===== src/rtl/pcm_to_i2s_tx_pkg.sv =====
// rtl/pcm_to_i2s_tx_pkg.sv - shared widths and saturation limits for the I2S output stage
package pcm_to_i2s_tx_pkg;

    localparam int NUMBER_OF_BITS  = 16;
    // Eight summed channels add three bits of growth to the per-channel sample.
    localparam int CHANNEL_GROWTH  = 3;
    localparam int DEF_IN_WIDTH    = NUMBER_OF_BITS + CHANNEL_GROWTH;
    localparam int DEF_OUT_WIDTH   = NUMBER_OF_BITS;
    localparam int DEF_SLOT_WIDTH  = 32;
    localparam int DEF_HALF_PERIOD = 2;

    function automatic int sat_max(input int width);
        return (1 << (width - 1)) - 1;
    endfunction

    function automatic int sat_min(input int width);
        return -(1 << (width - 1));
    endfunction

    localparam int MAX_OUT = sat_max(DEF_OUT_WIDTH);
    localparam int MIN_OUT = sat_min(DEF_OUT_WIDTH);

endpackage


===== src/rtl/pcm_to_i2s_tx_fifo.sv =====
// rtl/pcm_to_i2s_tx_fifo.sv - two-entry FIFO of {left,right} sample pairs
module pcm_pair_fifo #(
    parameter int WIDTH = 38
) (
    input  logic             clk,
    input  logic             reset,
    input  logic             push,
    input  logic [WIDTH-1:0] push_data,
    input  logic             pop,
    output logic [WIDTH-1:0] pop_data,
    output logic [1:0]       count,
    output logic             full,
    output logic             empty
);

    logic [WIDTH-1:0] mem [2];
    logic             wr_ptr;
    logic             rd_ptr;
    logic             push_ok;
    logic             pop_ok;

    assign full     = (count == 2'd2);
    assign empty    = (count == 2'd0);
    assign push_ok  = push && !full;
    assign pop_ok   = pop && !empty;
    assign pop_data = mem[rd_ptr];

    // Storage carries no reset; only pointers and count define what is valid.
    always_ff @(posedge clk) begin
        if (push_ok) begin
            mem[wr_ptr] <= push_data;
        end
    end

    always_ff @(posedge clk or posedge reset) begin
        if (reset) begin
            wr_ptr <= 1'b0;
            rd_ptr <= 1'b0;
            count  <= 2'd0;
        end else begin
            if (push_ok) begin
                wr_ptr <= ~wr_ptr;
            end
            if (pop_ok) begin
                rd_ptr <= ~rd_ptr;
            end
            case ({push_ok, pop_ok})
                2'b10:   count <= count + 2'd1;
                2'b01:   count <= count - 2'd1;
                default: count <= count;
            endcase
        end
    end

endmodule


===== src/rtl/pcm_to_i2s_tx.sv =====
// rtl/pcm_to_i2s_tx.sv - buffers PCM pairs, saturates them and drives an I2S master stream
module pcm_to_i2s_tx
    import pcm_to_i2s_tx_pkg::*;
#(
    parameter int IN_WIDTH    = DEF_IN_WIDTH,
    parameter int OUT_WIDTH   = DEF_OUT_WIDTH,
    parameter int SLOT_WIDTH  = DEF_SLOT_WIDTH,
    parameter int HALF_PERIOD = DEF_HALF_PERIOD
) (
    input  logic                clk,
    input  logic                reset,
    input  logic                in_valid,
    output logic                in_ready,
    input  logic [IN_WIDTH-1:0] in_left,
    input  logic [IN_WIDTH-1:0] in_right,
    output logic                sck,
    output logic                ws,
    output logic                sd,
    output logic                frame_start,
    output logic                clip,
    output logic [7:0]          underrun_count
);

    localparam int FRAME_BITS = 2 * SLOT_WIDTH;
    localparam int PW         = $clog2(FRAME_BITS);
    localparam int DW         = (HALF_PERIOD > 1) ? $clog2(HALF_PERIOD) : 1;

    localparam logic [PW-1:0] P_LAST   = PW'(FRAME_BITS - 1);
    localparam logic [PW-1:0] SLOT_P   = PW'(SLOT_WIDTH);
    localparam logic [PW-1:0] WS_ON    = PW'(SLOT_WIDTH - 1);
    localparam logic [PW-1:0] WS_OFF   = PW'(FRAME_BITS - 2);
    localparam logic [DW-1:0] DIV_LAST = DW'(HALF_PERIOD - 1);

    localparam logic signed [IN_WIDTH-1:0] HI_LIM = IN_WIDTH'(sat_max(OUT_WIDTH));
    localparam logic signed [IN_WIDTH-1:0] LO_LIM = IN_WIDTH'(sat_min(OUT_WIDTH));
    localparam logic [OUT_WIDTH-1:0] MAX_WORD = {1'b0, {(OUT_WIDTH-1){1'b1}}};
    localparam logic [OUT_WIDTH-1:0] MIN_WORD = {1'b1, {(OUT_WIDTH-1){1'b0}}};

    // Returns {clipped, word}.
    function automatic logic [OUT_WIDTH:0] saturate(input logic signed [IN_WIDTH-1:0] x);
        if (x > HI_LIM) begin
            return {1'b1, MAX_WORD};
        end else if (x < LO_LIM) begin
            return {1'b1, MIN_WORD};
        end else begin
            return {1'b0, x[OUT_WIDTH-1:0]};
        end
    endfunction

    logic [DW-1:0]          div_cnt;
    logic                   div_wrap;
    logic                   fall_tick;
    logic [PW-1:0]          p;
    logic [PW-1:0]          p_next;
    logic [PW-1:0]          k;
    logic                   load;
    logic                   ws_next;
    logic                   sd_next;

    logic [2*IN_WIDTH-1:0]  head;
    logic [1:0]             fifo_count;
    logic                   fifo_full;
    logic                   fifo_empty;
    logic                   push;
    logic                   pop;

    logic [OUT_WIDTH:0]     sat_l;
    logic [OUT_WIDTH:0]     sat_r;
    logic [OUT_WIDTH-1:0]   new_left;
    logic [OUT_WIDTH-1:0]   new_right;
    logic [OUT_WIDTH-1:0]   left_word;
    logic [OUT_WIDTH-1:0]   right_word;
    logic [OUT_WIDTH-1:0]   word_sel;
    logic                   clip_hit;

    assign in_ready = (fifo_count < 2'd2);
    assign push     = in_valid && !fifo_full;
    assign pop      = load && !fifo_empty;

    pcm_pair_fifo #(
        .WIDTH (2 * IN_WIDTH)
    ) u_fifo (
        .clk       (clk),
        .reset     (reset),
        .push      (push),
        .push_data ({in_left, in_right}),
        .pop       (pop),
        .pop_data  (head),
        .count     (fifo_count),
        .full      (fifo_full),
        .empty     (fifo_empty)
    );

    assign div_wrap  = (div_cnt == DIV_LAST);
    assign fall_tick = div_wrap && sck;
    assign p_next    = (p == P_LAST) ? '0 : p + PW'(1);
    assign load      = fall_tick && (p == P_LAST);

    always_ff @(posedge clk or posedge reset) begin
        if (reset) begin
            div_cnt <= '0;
            sck     <= 1'b0;
        end else if (div_wrap) begin
            div_cnt <= '0;
            sck     <= ~sck;
        end else begin
            div_cnt <= div_cnt + DW'(1);
        end
    end

    // An empty FIFO at load time sends a silent frame.
    always_comb begin
        sat_l     = saturate($signed(head[2*IN_WIDTH-1:IN_WIDTH]));
        sat_r     = saturate($signed(head[IN_WIDTH-1:0]));
        new_left  = fifo_empty ? '0 : sat_l[OUT_WIDTH-1:0];
        new_right = fifo_empty ? '0 : sat_r[OUT_WIDTH-1:0];
        clip_hit  = !fifo_empty && (sat_l[OUT_WIDTH] || sat_r[OUT_WIDTH]);
    end

    // The bit for p=0 must come from the word being loaded on this same edge.
    always_comb begin
        if (p_next < SLOT_P) begin
            k        = p_next;
            word_sel = load ? new_left : left_word;
        end else begin
            k        = p_next - SLOT_P;
            word_sel = right_word;
        end
        sd_next = 1'b0;
        for (int i = 0; i < OUT_WIDTH; i++) begin
            if (k == PW'(OUT_WIDTH - 1 - i)) begin
                sd_next = word_sel[i];
            end
        end
        ws_next = (p_next >= WS_ON) && (p_next <= WS_OFF);
    end

    always_ff @(posedge clk or posedge reset) begin
        if (reset) begin
            p              <= P_LAST;
            ws             <= 1'b0;
            sd             <= 1'b0;
            frame_start    <= 1'b0;
            clip           <= 1'b0;
            underrun_count <= 8'd0;
            left_word      <= '0;
            right_word     <= '0;
        end else begin
            frame_start <= load;
            if (fall_tick) begin
                p  <= p_next;
                ws <= ws_next;
                sd <= sd_next;
            end
            if (load) begin
                left_word  <= new_left;
                right_word <= new_right;
                if (clip_hit) begin
                    clip <= 1'b1;
                end
                if (fifo_empty && (underrun_count != 8'hFF)) begin
                    underrun_count <= underrun_count + 8'd1;
                end
            end
        end
    end

endmodule


===== config.mk =====
export PLATFORM = sky130hd
export DESIGN_NAME = pcm_to_i2s_tx
export DESIGN_NICKNAME = d
export VERILOG_FILES = /design/src/rtl/pcm_to_i2s_tx_pkg.sv /design/src/rtl/pcm_to_i2s_tx_fifo.sv /design/src/rtl/pcm_to_i2s_tx.sv
export SDC_FILE = /design/constraint.sdc
export NUM_CORES = 1
export LEC_CHECK = 0
export CAP_MARGIN = 20
export CORE_UTILIZATION = 35
export DETAILED_ROUTE_END_ITERATION = 8
export GPL_TIMING_DRIVEN = 0
export PLACE_DENSITY = 0.6
export SYNTH_ARGS = -nofsm -noshare
export SYNTH_HDL_FRONTEND = slang
export SYNTH_SLANG_ARGS = --single-unit

===== constraint.sdc =====
create_clock -name clk -period 6.4 [get_ports clk]
set_clock_uncertainty 0.15 [all_clocks]
set_input_delay 1.92 -clock clk [delete_from_list [all_inputs] [get_ports clk]]
set_output_delay 1.92 -clock clk [all_outputs]
set_load 0.01 [all_outputs]

## Word level (Yosys, flattened, before mapping)

Memories as Yosys holds them, arrays and structs flattened.
Cells that the tools add are included.

- Logic and storage cells: 98
- Flip-flop bits (word level): 56
- Memories kept: 1
- Bits in writable memories: 76

- Reduce and logical (&&, ||, !) cells: 17
- Bitwise operators: 3
- $add $sub $neg: 6
- Multiplexer cells: 30
- Order comparisons: 8
- Equal/unequal tests: 20

Memories:

| name | depth | width | rd ports | clocked after Yosys merged registers in | write ports | RTL line | source |
|---|---|---|---|---|---|---|---|
| u_fifo.mem | 2 | 38 | 1 | 0 | 1 | pcm_to_i2s_tx_fifo.sv:16 | `logic [WIDTH-1:0] mem [2];` |

Operators with widths:

| kind | count |
|---|---|
| $mux W17 | 4 |
| $mux W16 | 4 |
| $eq A6 B4 Y1 const B | 8 |
| $gt A19 B16 Y1 const B | 2 |
| $lt A19 B16 Y1 const B | 2 |
| $eq A6 B3 Y1 const B | 4 |
| $mux W1 | 19 |
| $eq A6 B2 Y1 const B | 2 |
| $mux W6 | 2 |
| $logic_and A1 B1 Y1 | 9 |
| $add A8 B1 Y8 const B | 1 |
| $ne A8 B8 Y1 const B | 1 |
| $add A6 B1 Y6 const B | 1 |
| $eq A6 B1 Y1 const B | 1 |
| $eq A6 B6 Y1 const B | 1 |
| $ge A6 B5 Y1 const B | 1 |
| $le A6 B6 Y1 const B | 1 |
| $logic_not A6 Y1 | 1 |
| $lt A6 B6 Y1 const B | 1 |
| $sub A6 B6 Y6 const B | 1 |
| $eq A2 B2 Y1 const B | 2 |
| $pmux W2 S2 | 1 |
| $reduce_and A2 Y1 | 2 |
| $not A1 Y1 | 3 |
| 9 further kinds | 10 |

## Longest topological paths before layout

An unclocked memory read counts as a cell.

- Word-level depth: 23
- Mapped depth: 12
- Gate-level depth less buffers: 12

## Cells and area by module

Synthesis repeated with hierarchy kept, for this count alone.

- Cell total of the unflattened synthesis: 485
- Area total of the unflattened synthesis: 6005.8 um^2

By module, submodules not included:

| module | times used | area each (um^2) | cells an instance | sequential area each (um^2) |
|---|---|---|---|---|
| pcm_to_i2s_tx | 1 | 3019.1 | 348 | 1308.8 |
| pcm_pair_fifo | 1 | 2986.6 | 137 | 2382.3 |

## Worst setup path before layout

Ideal clock, no wire load.

- Path kind: input-to-reg
- Start point: input port in_valid
- End point: memory u_fifo.mem[0][0], enable pin
- Data required time: 5.817 ns
- Library setup time: 0.433 ns
- Data arrival time: 3.734 ns
- Slack: 2.082 ns
- Buffers on the path: 0
- Stages on the path: 2
- Path through: o21ai_0 nor2_1

- Cells in the longest elaborated chain, start to end: 4

RTL lines:

| item | RTL line | source |
|---|---|---|
| start, declared | pcm_to_i2s_tx.sv:12 | `input logic in_valid,` |
| $logic_and A1 B1 Y1 | pcm_to_i2s_tx.sv:77 | `assign push = in_valid && !fifo_full;` |
| $logic_and A1 B1 Y1 | pcm_to_i2s_tx_fifo.sv:24 | `assign push_ok = push && !full;` |
| $mux W1 | pcm_to_i2s_tx_fifo.sv:30 | `if (push_ok) begin` |
| $mux W1 (not written as such) | pcm_to_i2s_tx_fifo.sv:31 | `mem[wr_ptr] <= push_data;` |
| end, declared | pcm_to_i2s_tx_fifo.sv:16 |  |

No other way between the ends.

## Worst setup path in the final report

- Start point: register u_fifo.count[1]
- End point: output port in_ready

- Cells in the longest elaborated chain, start to end: 1

RTL lines:

| item | RTL line | source |
|---|---|---|
| start, declared | pcm_to_i2s_tx_fifo.sv:11 | `output logic [1:0] count,` |
| start signal, assigned | pcm_to_i2s_tx_fifo.sv:48 | `2'b10: count <= count + 2'd1;` |
| start signal, assigned | pcm_to_i2s_tx_fifo.sv:49 | `2'b01: count <= count - 2'd1;` |
| start signal, assigned | pcm_to_i2s_tx_fifo.sv:50 | `default: count <= count;` |
| $lt A2 B2 Y1 | pcm_to_i2s_tx.sv:76 | `assign in_ready = (fifo_count < 2'd2);` |
| end, declared | pcm_to_i2s_tx.sv:13 | `output logic in_ready,` |

No other way between the ends.

==> impl_metrics.json <==
{
  "antenna_found_initial": 0,
  "reg2regPathDepth": 10,
  "ant_nets": 0,
  "status": "completed",
  "worst_hold_path_type": "reg2reg",
  "cts_made_buffers": 17,
  "synth_top_area_share_pct": 38.8,
  "yosysTopAreaCell": "edfxtp_1",
  "syn_avg_cell_area_um2": 12.7,
  "syn_to_final_growth_pct": 24.4,
  "endpoint_kind": "output pin",
  "ir_worst_vdd_uv": 186,
  "cts_tree": "done",
  "p_int_w": 0.00146,
  "ys_types": 68,
  "period_needed_ns": 3.64,
  "power.density_mw_per_mm2": 249,
  "clk_pin_slew_worst_paths_ns": 0.06,
  "ys_top_cells_by_area": "edfxtp_1 (39%), dfrtp_1 (21%), mux2i_1 (3.9%)",
  "clockRootBuffer": "clkbuf_16",
  "netlist_area_mm2": 0.00589,
  "timing.rr.end": "sd",
  "synth_warnings": 0,
  "max_stage_delay_ns": 0.58,
  "wl_per_cell_um": 16.3,
  "rsz0062_at_grt": "no",
  "fin_crit_sh_pct": 56.8,
  "drt_wl_total_um": 12600,
  "n_fill_cell": 1488,
  "crit_slowest_cell": "clkdlybuf4s50_1",
  "clock_latency_ns": 0.42,
  "layout.nets": 589,
  "p_switching_w": 0.000371,
  "cts_resized": 0,
  "diodes": 0,
  "final_common_cell": "edfxtp_1",
  "pin_count": 55,
  "worst_pin_slew_ns": 0.866,
  "drive_above_1_share_pct": 14.3,
  "die_h_um": 132,
  "power_frac_seq_pct": 49.4,
  "drc": 0,
  "cp_max_fo": 5,
  "critical_path.cell_chain": "inv_1 > clkdlybuf4s50_1",
  "leakagePower_nw": 2.80,
  "viasPerCell": 5.12,
  "relSlewSlack_pct": 41.7,
  "rrSetupSlack_ns": 3.15,
  "hp-start": "right_word[15]",
  "overflow": 0,
  "synth_ff_type": "edfxtp_1",
  "synth-async-reset-ratio_pct": 42.4,
  "syn_nets": 513,
  "htreeDepth": 4,
  "p_comb_share_pct": 2.0,
  "critPathArrivalTime_ns": 1.57,
  "postCtsHoldBufs": 0,
  "worstSetupPathType": "reg2out",
  "cts.sinks": 132,
  "rows": 47,
  "cts_buffer_depth": 2,
  "ys_seq_area_share_pct": 62.7,
  "grt_pass1_wl_um": 21100,
  "grt_usage_pct": 15.6,
  "tns_ns": 0,
  "synth_edf_count": 76,
  "grt_pass1_vias": 4137,
  "die-area_mm2": 0.0173,
  "mostFrequentLayoutCells": "edfxtp_1 (76), clkdlybuf4s50_1 (54), dfrtp_1 (50), nand2_1 (44), a21oi_1 (29)",
  "hold_viol": 0,
  "gp_congestion": 0.848,
  "numPortBuffers": 54,
  "place.detailed.hpwl_um": 9110,
  "required_ns": 4.33,
  "vias": 3966,
  "fin_util_pct": 44.3,
  "fmax_mhz": 275,
  "switching_share_pct": 20.3,
  "drtIter0Drc": 248,
  "clkPwrFrac_pct": 48.6,
  "synth_seq_cells": 132,
  "startpoint_type": "flop",
  "grt_max_degree": 31,
  "syn_inst": 465,
  "drv_slew": 0,
  "min_to": "right_word[15]",
  "setup_viol": 0,
  "min_path_cells": 2,
  "r2r_start": "p[1]",
  "cts_setup_buffers": 0,
  "core_mm2": 0.0165,
  "dr.pass1.iters": 4,
  "maxCapViolations": 0,
  "die_w_um": 132,
  "start_util_pct": 35.6
}
==> worst max path at each step <==
stage	start	cells past startpoint	slack, ns	to
after floorplan	in_valid	2	2.08	u_fifo.mem[0][0]
after global placement	in_valid	3	0.55	u_fifo.mem[0][0]
after detailed placement	in_valid	4	2.45	u_fifo.mem[0][14]
after CTS	u_fifo.count[1]	2	2.74	in_ready
after global routing	u_fifo.count[1]	2	2.70	in_ready
final	u_fifo.count[1]	2	2.76	in_ready
==> cell type report <==
| type | count | area, um2 | area share [%] |
|---|---|---|---|
| Sequential cell | 132 | 3690 | 50.4 |
| Multi-Input combinational cell | 303 | 2070 | 28.3 |
| Timing Repair Buffer | 57 | 601 | 8.20 |
| Clock buffer | 19 | 433 | 5.91 |
| Tap cell | 220 | 275 | 3.76 |
| Clock inverter | 13 | 111 | 1.52 |
| Buffer | 19 | 101 | 1.38 |
| Inverter | 11 | 41.3 | 0.564 |
==> synth_stat cells, types with 4 or more instances <==
library cell and number:
xnor2_1 9, nor2_1 19, nand4_1 9, nand3_1 12
nand2_1 44, ha_1 7, o21ai_0 27, a21o_1 11
edfxtp_1 76, dfrtp_1 50, clkbuf_1 6, mux2i_1 23
a31oi_1 4, o211ai_1 8, a21oi_1 29, and2_1 4
inv_1 9, and3_1 5, dfstp_2 6, nor3_1 6
buf_2 9, o21ai_1 7, mux2_2 6, xor2_1 8
==> registers in the layout, summed over array words and instances, names as in the netlist, 2 cells and up <==
signal and flops:
u_fifo.mem 76, underrun_count 8, u_fifo.count 2, p 6
left_word 16, right_word 16
==> cells by family (layout without fill, tap and decap cells) <==
family,after synthesis,after routing,share of synthesized area (%)
muxes,31,31,5.50
buffers and inverters,30,119,2.42
and+or+nand+nor,117,117,10.1
adders and majority gates,7,7,1.49
DFF,132,132,62.7
AOI/OAI and AO/OA,131,131,15.3
xor gates and xnor gates,17,17,2.53
==> worst max-delay path: cells and delay by family, from the launching register on <==
family	cells	cell delay, ns
buffers and inverters	2	0.71
DFF	1	0.44
==> layer usage <==
layer	part of all wire, %	GRT usage, %
met4	2.3	7.88
met3	3.5	3.70
met2	47	24.4
met1	48	20.4
met5	0	0
==> power by group through the flow <==
stage / clock network (W) / logic, W / registers [W]
finish: 0.000889 / 0.0000361 / 0.000902
CTS: 0.000905 / 0.0000371 / 0.000902
floorplan: 0 / 0.00000515 / 0.000919
global route: 0.000942 / 0.0000396 / 0.000901
detailed placement: 0 / 0.0000371 / 0.000918
global placement: 0 / 0.0000339 / 0.000918
==> through the flow <==
step / cell area [um2] / cells / setup slack [ns] / power [W] / hold WS, ns
floorplan: 5890 / 465 / 2.08 / 0.000924 / 0.290
global placement: 6700 / 739 / 0.553 / 0.000952 / 0.308
detailed placement: 6780 / 742 / 2.45 / 0.000955 / 0.312
CTS: 7320 / 774 / 2.74 / 0.00184 / 0.324
global route: 7320 / 774 / 2.70 / 0.00188 / 0.347
finish: 7320 / 774 / 2.76 / 0.00183 / 0.320
(Power assumes the default switching activity.)
